===== src/rtl/mig_chain_eval_pkg.sv =====
// Shared types and constants for the sequential majority-inverter-graph evaluator.
package mig_pkg;

  localparam int N_IN    = 6;
  localparam int N_NODES = 8;
  localparam int SEL_W   = $clog2(1 + N_IN + N_NODES);
  localparam int LEN_W   = $clog2(N_NODES + 1);
  localparam int ADDR_W  = $clog2(N_NODES);
  localparam int WORD_W  = 3 * (SEL_W + 1);

  localparam logic [SEL_W-1:0] SEL_CONST0 = '0;

  typedef enum logic [1:0] {
    IDLE,
    EVAL,
    DONE
  } state_e;

  typedef struct packed {
    logic             inv;
    logic [SEL_W-1:0] sel;
  } operand_t;

  // op[2] occupies the most significant field: {inv2,sel2,inv1,sel1,inv0,sel0}
  typedef struct packed {
    operand_t [2:0] op;
  } node_word_t;

  function automatic logic maj3(input logic a, input logic b, input logic c);
    return (a & b) | (a & c) | (b & c);
  endfunction

endpackage


===== src/rtl/mig_chain_eval_if.sv =====
// Program, configuration and valid/ready bus of the MIG chain evaluator.
interface mig_chain_eval_if;
  import mig_pkg::*;

  logic              prog_we;
  logic [ADDR_W-1:0] prog_addr;
  logic [WORD_W-1:0] prog_data;
  logic [LEN_W-1:0]  cfg_len;
  logic              cfg_out_inv;
  logic              in_valid;
  logic              in_ready;
  logic [N_IN-1:0]   x;
  logic              out_valid;
  logic              out_ready;
  logic              y;
  logic              err_fwd;

  modport slave (
    input  prog_we, prog_addr, prog_data, cfg_len, cfg_out_inv,
    input  in_valid, x, out_ready,
    output in_ready, out_valid, y, err_fwd
  );

  modport master (
    output prog_we, prog_addr, prog_data, cfg_len, cfg_out_inv,
    output in_valid, x, out_ready,
    input  in_ready, out_valid, y, err_fwd
  );

endinterface


===== src/rtl/mig_chain_eval_operand_mux.sv =====
// Resolves one operand select against {nodes, x, const 0} and flags forward/out-of-range refs.
module mig_operand_mux
  import mig_pkg::*;
(
  input  logic [SEL_W-1:0]   sel,
  input  logic               inv,
  input  logic [N_IN-1:0]    x,
  input  logic [N_NODES-1:0] nodes,
  input  logic [ADDR_W-1:0]  k,
  output logic               val,
  output logic               fwd
);

  logic sig;

  always_comb begin
    sig = 1'b0;
    fwd = 1'b0;
    if (sel != SEL_CONST0) begin
      for (int i = 0; i < N_IN; i++) begin
        if (sel == SEL_W'(i + 1)) sig = x[i];
      end
      // Nodes at or beyond the one being computed are not yet valid.
      for (int j = 0; j < N_NODES; j++) begin
        if (sel == SEL_W'(N_IN + 1 + j)) begin
          if (ADDR_W'(j) >= k) fwd = 1'b1;
          else                 sig = nodes[j];
        end
      end
      if (sel > SEL_W'(N_IN + N_NODES)) fwd = 1'b1;
    end
    val = sig ^ inv;
  end

endmodule


===== src/rtl/mig_chain_eval.sv =====
// Programmable MIG chain evaluator: one majority node per clock under valid/ready.
// Optional MIG_TRACE_EN exposes the node registers and the EVAL cycle count.
module mig_chain_eval
  import mig_pkg::*;
(
  input  logic               clk,
  input  logic               rst,
  mig_chain_eval_if.slave    bus
`ifdef MIG_TRACE_EN
  ,
  output logic [N_NODES-1:0] node_vec,
  output logic [LEN_W:0]     cycles
`endif
);

  state_e             state_reg, state_next;
  logic [ADDR_W-1:0]  k_reg;
  logic [LEN_W-1:0]   len_reg;
  logic               out_inv_reg;
  logic [N_IN-1:0]    x_reg;
  logic [N_NODES-1:0] node_reg;
  logic               y_reg;
  logic               err_reg;
  node_word_t         prog_ram [N_NODES];

  logic               in_ready, out_valid, accept, last;
  logic [LEN_W-1:0]   len_sat;
  node_word_t         cur_word;
  logic [2:0]         op_val, op_fwd;
  logic               maj_val;

  assign accept   = in_ready & bus.in_valid;
  assign len_sat  = (bus.cfg_len > LEN_W'(N_NODES)) ? LEN_W'(N_NODES) : bus.cfg_len;
  assign last     = ({1'b0, k_reg} == len_reg - LEN_W'(1));
  assign cur_word = prog_ram[k_reg];
  assign maj_val  = maj3(op_val[0], op_val[1], op_val[2]);

  // Program memory keeps its contents across rst; loads only land while idle.
  always_ff @(posedge clk) begin
    if (bus.prog_we && state_reg == IDLE)
      prog_ram[bus.prog_addr] <= node_word_t'(bus.prog_data);
  end

  for (genvar gi = 0; gi < 3; gi++) begin : g_op
    mig_operand_mux u_mux (
      .sel   (cur_word.op[gi].sel),
      .inv   (cur_word.op[gi].inv),
      .x     (x_reg),
      .nodes (node_reg),
      .k     (k_reg),
      .val   (op_val[gi]),
      .fwd   (op_fwd[gi])
    );
  end

  always_ff @(posedge clk) begin
    if (rst) state_reg <= IDLE;
    else     state_reg <= state_next;
  end

  always_comb begin
    state_next = state_reg;
    in_ready   = 1'b0;
    out_valid  = 1'b0;
    case (state_reg)
      IDLE: begin
        in_ready = 1'b1;
        if (bus.in_valid) state_next = (len_sat == '0) ? DONE : EVAL;
      end
      EVAL: if (last) state_next = DONE;
      DONE: begin
        out_valid = 1'b1;
        if (bus.out_ready) state_next = IDLE;
      end
      default: state_next = IDLE;
    endcase
  end

  always_ff @(posedge clk) begin
    if (rst) begin
      k_reg       <= '0;
      len_reg     <= '0;
      out_inv_reg <= 1'b0;
      x_reg       <= '0;
      node_reg    <= '0;
      y_reg       <= 1'b0;
      err_reg     <= 1'b0;
    end else begin
      if (state_reg == IDLE && accept) begin
        k_reg       <= '0;
        len_reg     <= len_sat;
        out_inv_reg <= bus.cfg_out_inv;
        x_reg       <= bus.x;
        node_reg    <= '0;
        err_reg     <= 1'b0;
        y_reg       <= (len_sat == '0) ? bus.cfg_out_inv : 1'b0;
      end else if (state_reg == EVAL) begin
        node_reg[k_reg] <= maj_val;
        err_reg         <= err_reg | (|op_fwd);
        k_reg           <= k_reg + ADDR_W'(1);
        if (last) y_reg <= maj_val ^ out_inv_reg;
      end
    end
  end

`ifdef MIG_TRACE_EN
  logic [LEN_W:0] cycles_reg;

  always_ff @(posedge clk) begin
    if (rst)                               cycles_reg <= '0;
    else if (state_reg == IDLE && accept)  cycles_reg <= '0;
    else if (state_reg == EVAL)            cycles_reg <= cycles_reg + (LEN_W+1)'(1);
  end

  assign node_vec = node_reg;
  assign cycles   = cycles_reg;
`endif

  assign bus.in_ready  = in_ready;
  assign bus.out_valid = out_valid;
  assign bus.y         = y_reg;
  assign bus.err_fwd   = err_reg;

endmodule


===== src/flat_wrapper.sv =====
// flat-port wrapper written by rule: the top's interface ports become plain ports
module mig_chain_eval_flat import mig_pkg::*;
  (clk, rst, bus_prog_we, bus_prog_addr, bus_prog_data, bus_cfg_len, bus_cfg_out_inv, bus_in_valid, bus_x, bus_out_ready, bus_in_ready, bus_out_valid, bus_y, bus_err_fwd);
  mig_chain_eval_if bus_i ();
  input  logic clk;
  input  logic rst;
  input wire logic [$bits(bus_i.prog_we)-1:0] bus_prog_we;
  input wire logic [$bits(bus_i.prog_addr)-1:0] bus_prog_addr;
  input wire logic [$bits(bus_i.prog_data)-1:0] bus_prog_data;
  input wire logic [$bits(bus_i.cfg_len)-1:0] bus_cfg_len;
  input wire logic [$bits(bus_i.cfg_out_inv)-1:0] bus_cfg_out_inv;
  input wire logic [$bits(bus_i.in_valid)-1:0] bus_in_valid;
  input wire logic [$bits(bus_i.x)-1:0] bus_x;
  input wire logic [$bits(bus_i.out_ready)-1:0] bus_out_ready;
  output wire logic [$bits(bus_i.in_ready)-1:0] bus_in_ready;
  output wire logic [$bits(bus_i.out_valid)-1:0] bus_out_valid;
  output wire logic [$bits(bus_i.y)-1:0] bus_y;
  output wire logic [$bits(bus_i.err_fwd)-1:0] bus_err_fwd;
  assign bus_i.prog_we = bus_prog_we;
  assign bus_i.prog_addr = bus_prog_addr;
  assign bus_i.prog_data = bus_prog_data;
  assign bus_i.cfg_len = bus_cfg_len;
  assign bus_i.cfg_out_inv = bus_cfg_out_inv;
  assign bus_i.in_valid = bus_in_valid;
  assign bus_i.x = bus_x;
  assign bus_i.out_ready = bus_out_ready;
  assign bus_in_ready = bus_i.in_ready;
  assign bus_out_valid = bus_i.out_valid;
  assign bus_y = bus_i.y;
  assign bus_err_fwd = bus_i.err_fwd;
  mig_chain_eval u_core (.clk(clk), .rst(rst), .bus(bus_i));
endmodule

===== config.mk =====
export PLATFORM = sky130hd
export DESIGN_NAME = mig_chain_eval_flat
export DESIGN_NICKNAME = d
export VERILOG_FILES = /design/src/rtl/mig_chain_eval_pkg.sv /design/src/rtl/mig_chain_eval_if.sv /design/src/rtl/mig_chain_eval_operand_mux.sv /design/src/rtl/mig_chain_eval.sv /design/src/flat_wrapper.sv
export SDC_FILE = /design/constraint.sdc
export NUM_CORES = 1
export LEC_CHECK = 0
export ABC_AREA = 1
export BUFFER_PORTS_ARGS = -buffer_cell sky130_fd_sc_hd__buf_2
export CAP_MARGIN = 20
export CORE_MARGIN = 2
export CORE_UTILIZATION = 60
export DETAILED_ROUTE_END_ITERATION = 8
export GPL_TIMING_DRIVEN = 1
export HOLD_SLACK_MARGIN = 0.03
export PLACE_DENSITY = 0.78
export SLEW_MARGIN = 10
export SYNTH_ARGS = -nofsm -noshare
export SYNTH_HDL_FRONTEND = slang
export SYNTH_SLANG_ARGS = --single-unit
export TNS_END_PERCENT = 100

===== constraint.sdc =====
create_clock -name clk -period 3.8 [get_ports clk]
set_input_delay 0.38 -clock clk [delete_from_list [all_inputs] [get_ports clk]]
set_output_delay 0.38 -clock clk [all_outputs]
set_load 0.01 [all_outputs]

== After elaboration in Yosys (flattened, before gate mapping) ==
Memory sizes are Yosys's and may differ from the RTL's. A register that Yosys moved wholly into a read port is not among the register bits.
Index checks and enable logic that the tools add are counted.

* Add/subtract/negate cells: 2
* $mul: 0
* Divide/modulo/power cells: 0
* Magnitude comparators: 14
* Equality and inequality tests: 48
* Shift-type cells: 0
* Muxes and demuxes: 149
* Bitwise operators: 11
* Reduce and logical (&&, ||, !) cells: 14

{| class="wikitable"
|+ Operator list
! cell !! number
|-
| 1-bit two-way mux || 139
|-
| 4-bit == test, second input constant || 21
|-
| 4-bit by 3-bit == test with 1-bit output, second input constant || 12
|-
| 4-bit by 2-bit == test with 1-bit output, second input constant || 6
|-
| 4-bit > comparator, second input constant || 4
|-
| 4-bit by 1-bit == test with 1-bit output, second input constant || 3
|-
| 3-bit >= comparator, first input constant || 4
|-
| 4-bit nonzero test || 3
|-
| 8-bit bitwise mux || 1
|-
| 2-bit two-way mux || 4
|-
| 1-bit by 3-bit >= comparator with 1-bit output, first input constant || 2
|-
| 2-bit by 3-bit >= comparator with 1-bit output, first input constant || 2
|-
| 3-bit two-way mux || 2
|-
| 2-bit one-hot mux with 3 select lines || 1
|-
| 1-bit bitwise AND || 4
|-
| 3-bit by 4-bit == test with 1-bit output || 1
|-
| 4-bit zero test || 1
|-
| 3-bit by 4-bit < comparator with 1-bit output, second input constant || 1
|-
| 4-bit two-way mux || 1
|-
| 2-bit inequality test, second input constant || 2
|-
| 2-bit nonzero test || 2
|-
| 4-bit by 1-bit subtractor with 4-bit output, second input constant || 1
|-
| 1-bit XOR || 4
|-
| 3-bit by 1-bit adder with 3-bit output, second input constant || 1
|-
| 12 further kinds || 16
|}

* Register bits after elaboration: 26
* Bits in latches: 0
* Bits in writable memories: 120
* ROM bits: 0
* Bits of input ports: 34
* Output and inout port bits: 4
* Logic and storage cells: 247
* Memories kept: 1

{| class="wikitable"
|+ Memories
! memory !! depth !! bits a word !! rd ports !! clocked after Yosys merged registers in !! wr ports !! RTL line !! RTL
|-
| u_core.prog_ram || 8 || 15 || 1 || 1 || 1 || mig_chain_eval.sv:24 || <nowiki>node_word_t prog_ram [N_NODES];</nowiki>
|}

== Longest topological paths before layout ==
* Word-level depth: 34
* Gate-level depth with buffers: 31
* Gate-level depth less buffers: 30

== By module ==
Synthesis repeated with hierarchy kept, for this count alone.

* Cell total of the unflattened synthesis: 773
* Area total of the unflattened synthesis: 7,143.1 um^2

{| class="wikitable"
|+ Modules (own cells, without submodules)
! module !! times used !! cells each !! area each (um^2) !! sequential area each (um^2)
|-
| mig_chain_eval || 1 || 539 || 6,043.3 || 4,184.0
|-
| mig_operand_mux || 3 || 78 || 366.6 || 0.0
|}

== Worst setup path after synthesis ==
No wires, ideal clock.

* Path type: flip-flop to flip-flop
* From: reg with a tool-made name
* To: reg u_core.y_reg (netlist: u_core.bus.y)
* Library setup time: 0.109 ns
* Arrival time: 2.203 ns
* Required time: 3.691 ns
* Setup slack: 1.489 ns
* Cell stages (with the launch flop): 30
* Buffers on the path: 2
* Clock period less this slack: 2.311 ns
* Cells stage by stage: dfxtp_1 -> inv_2 -> buf_6 -> buf_6 -> nand2_1 -> nand3_1 -> nand3_1 -> nand2_2 -> nor2_2 -> nand2_1 -> nor2_1 -> nor2_1 -> nand3_1 -> nand2_1 -> nand2_1 -> nand2_1 -> nand2_1 -> nand2_1 -> nand2_1 -> nand2_1 -> nand2_1 -> nand2_1 -> nand2_1 -> nand3_1 -> nand2_2 -> nand2_4 -> nand2_1 -> nand3_1 -> nand2_1 -> inv_1

{| class="wikitable"
|+ RTL lines
! item !! RTL line !! RTL
|-
| end signal, assigned || mig_chain_eval.sv:96 || <nowiki>y_reg <= (len_sat == '0) ? bus.cfg_out_inv : 1'b0;</nowiki>
|-
| end signal, assigned || mig_chain_eval.sv:101 || <nowiki>if (last) y_reg <= maj_val ^ out_inv_reg;</nowiki>
|-
| end, declared || mig_chain_eval.sv:22 || <nowiki>logic y_reg;</nowiki>
|}

==> results.md <==
- Max VDD drop: 0.377 mV
- Crit share post-route: between 80% and 90%
- Largest register FFs: 120
- Final Non-Filler Cells: 1,115
- WP buf/inv: 3
- FF+latch count, synth: between 100 and 150
- Total power: between 3000 and 4000 µW
- Fmax achieved: ~320 MHz
- Gate Count Post-Synth: 889
- PortBufs: 37
- Crit path capture type: flip-flop
- DP HPWL: 11,000 µm
- Power Internal: 2820 µW
- First-pass GRT wire length: 26,700 µm
- Fraction of layout cells with a size suffix above 1: around an eighth
- Crit-path slowest cell: buf_4
- Hold Fails Final Rpt: 0
- Postcts setup bufs: 0
- Number of flops mapped to enable cells by yosys: 120
- Vias in the first global route: 5,466
- Largest net degree at the start of global routing: 65
- Die Width: 116 µm
- CP dominant cell by count: nand2_1
- Clk sinks: 148
- Vias: 5,895
- Fill cell count: 930
- # DRC: 0
- Net Switching: 943 µW
- Worst setup path category: reg -> reg
- Resized cells post-CTS: 0
- Worst Skew: 8.44 ps
- Post-synth ARST share: 0%
- IO Count: 38
- Synth Area per Inst: 8.42 µm²
- Synth area leaders: edfxtp_1 (48%), nand2_1 (14%), dfxtp_1 (7.5%)
- Sw Ratio: 25.1%
- Drt wl/cell: 15.0 µm
- Remaining antenna violation count: 0
- Final setup viols: 0
- Period minus WS final: about 3000 ps
- CTS tree: yes
- Critical path's top delay family: simple AND/OR/NAND/NOR gates
- Drt total wl: 16,800 µm
- Full die area: 13,400 µm²
- Via density per instance: 5.29
- Gr usage total: 26.7%
- Share of the synthesized area in the top cell type: 48.1%
- CTS H-tree depth: 4
- Part of the power in combinational logic: 10.8%
- Synth warn: 0
- CTS Root Cell: clkbuf_16
- Seq. cell area: 4170 µm²
- Post-Syn Nets: 927
- Drt initial violations: approximately 550
- Core box area: 12,100 µm²
- RSZ-0062 raised after global routing: false
- Chip height: 116 µm
- Post-CTS Hold Buffers: 0
- Num rows: 40
- PwrDens: 451 nW/µm²
- Dpl cells: ~1,100
- Syn Std Cell Area: 7490 µm²
- Most common cell after layout, fill and taps aside: nand2_1
- Slew @ Worst Pin: 822 ps
- Status: finished clean
- Gr ovfl total: 0
- Initial antenna violation count: 0
- Most frequent cells in the layout: nand2_1 (283), inv_1 (147), edfxtp_1 (120)
- Final Max Tran Viols: 0
- CP required: just over 4000 ps
- Top_reg_cell synth: edfxtp_1
- GPL Wtd Cong: 0.960
- MaxCap Viol Count: 0
- CTS buffer count: 17
- Startpoint types: flip-flop
- Crit path DAT: 3420 ps
- Drt pass-1 iters: 6
- Area leader, netlist: edfxtp_1
- Nets: 972
- Skew-Pair Late Insertion Delay: 430 ps
- P&R area growth vs syn: 11.4%
- Critical path's largest stage delay: 340 ps
- Max clock buf depth: 2
- ANT cells: 0
- Clk slew on worst S/H paths: 60 ps
- TNS Setup: 0 ps
- Post-layout util: 68.9%
- Initial Utilization: between 60% and 70%
- Slew headroom: between 40% and 50%
- Sequential fraction of the synthesis area: ~56%
- Post-route setup slack: 709 ps
- Clock power frac: about 40%
- Sequential share of power: roughly half
- Leak pwr: 0.00371 µW
- Distinct cells, synth: 36
- Multi-input gate area: about 2500 µm²
- Place WS: just under 800 ps
- Critical Path Fanout Max: 22
- Worst Hold Class: in -> reg
## power by group through the flow
stage	Clock, µW	Combinational [µW]	Sequential (µW)
4_1_cts	1540	403	1820
6_report	1540	407	1820
3_3_place_gp	0	393	1850
2_1_floorplan	0	291	1850
5_1_grt	1610	461	1820
3_5_place_dp	0	398	1850
## area by class of cell
class / count / share of cell area [%]
Sequential cell: 148 / 49.9
Inverter: 160 / 7.20
Clock inverter: 12 / 1.26
Tap cell: 168 / 2.52
Multi-Input combinational cell: 556 / 30.4
Clock buffer: 20 / 5.23
Timing Repair Buffer: 51 / 3.48
## Yosys cell counts (2+ instances only)
cell type / n
xnor2_1: 3
edfxtp_1: 120
o22ai_1: 3
o32ai_1: 2
o21ai_0: 21
clkbuf_1: 6
inv_1: 147
nor3_1: 3
a32o_1: 5
nand2_4: 2
buf_4: 3
buf_2: 6
nor2_2: 9
nand2_1: 283
a21oi_1: 28
nand3_2: 3
a221oi_1: 3
o21ai_1: 4
nor3_2: 3
dfxtp_1: 28
o211ai_1: 3
inv_2: 13
buf_6: 10
nor2_1: 71
nand2_2: 11
nand3_1: 83
ha_1: 4
nand4_1: 4
## worst paths after layout
kind	from	cells past startpoint	end	slack, ps
min reg2reg	u_core.out_inv_reg$_SDFFE_PP0P_	2	u_core.out_inv_reg$_SDFFE_PP0P_	500
min	bus_x[5]	3	u_core.x_reg[5]$_SDFFE_PP0P_	190
max	flip-flop	29	u_core.bus.y$_SDFFE_PP0P_	710
max reg2reg	flip-flop	29	u_core.bus.y$_SDFFE_PP0P_	710
## cells by family after synthesis
| kind of cell | Yosys count | synth area share (%) |
|---|---|---|
| compound gates | 74 | 5.85 |
| xor+xnor | 4 | 0.468 |
| fa+ha+maj | 4 | 0.669 |
| buf+inv | 185 | 10.5 |
| flops | 148 | 55.6 |
| simple gates | 474 | 26.9 |
## stage by stage
stage	area, µm²	hold WS [ps]
final	8340	194
after floorplan	7490	449
after global placement	7800	457
after detailed placement	7800	459
after CTS	8340	190
after global routing	8340	202
## tightest hold or removal path, cell delays in order
cell and delay [ps]:
buf_2 70, nor2_1 30, nor2_1 90
## layer usage
metal	wire length [µm]	track usage [%]
met1	7110	35.4
met4	287	10.0
met2	8160	44.2
met3	1220	5.13
met5	0	0
(Power assumes the default switching activity.)
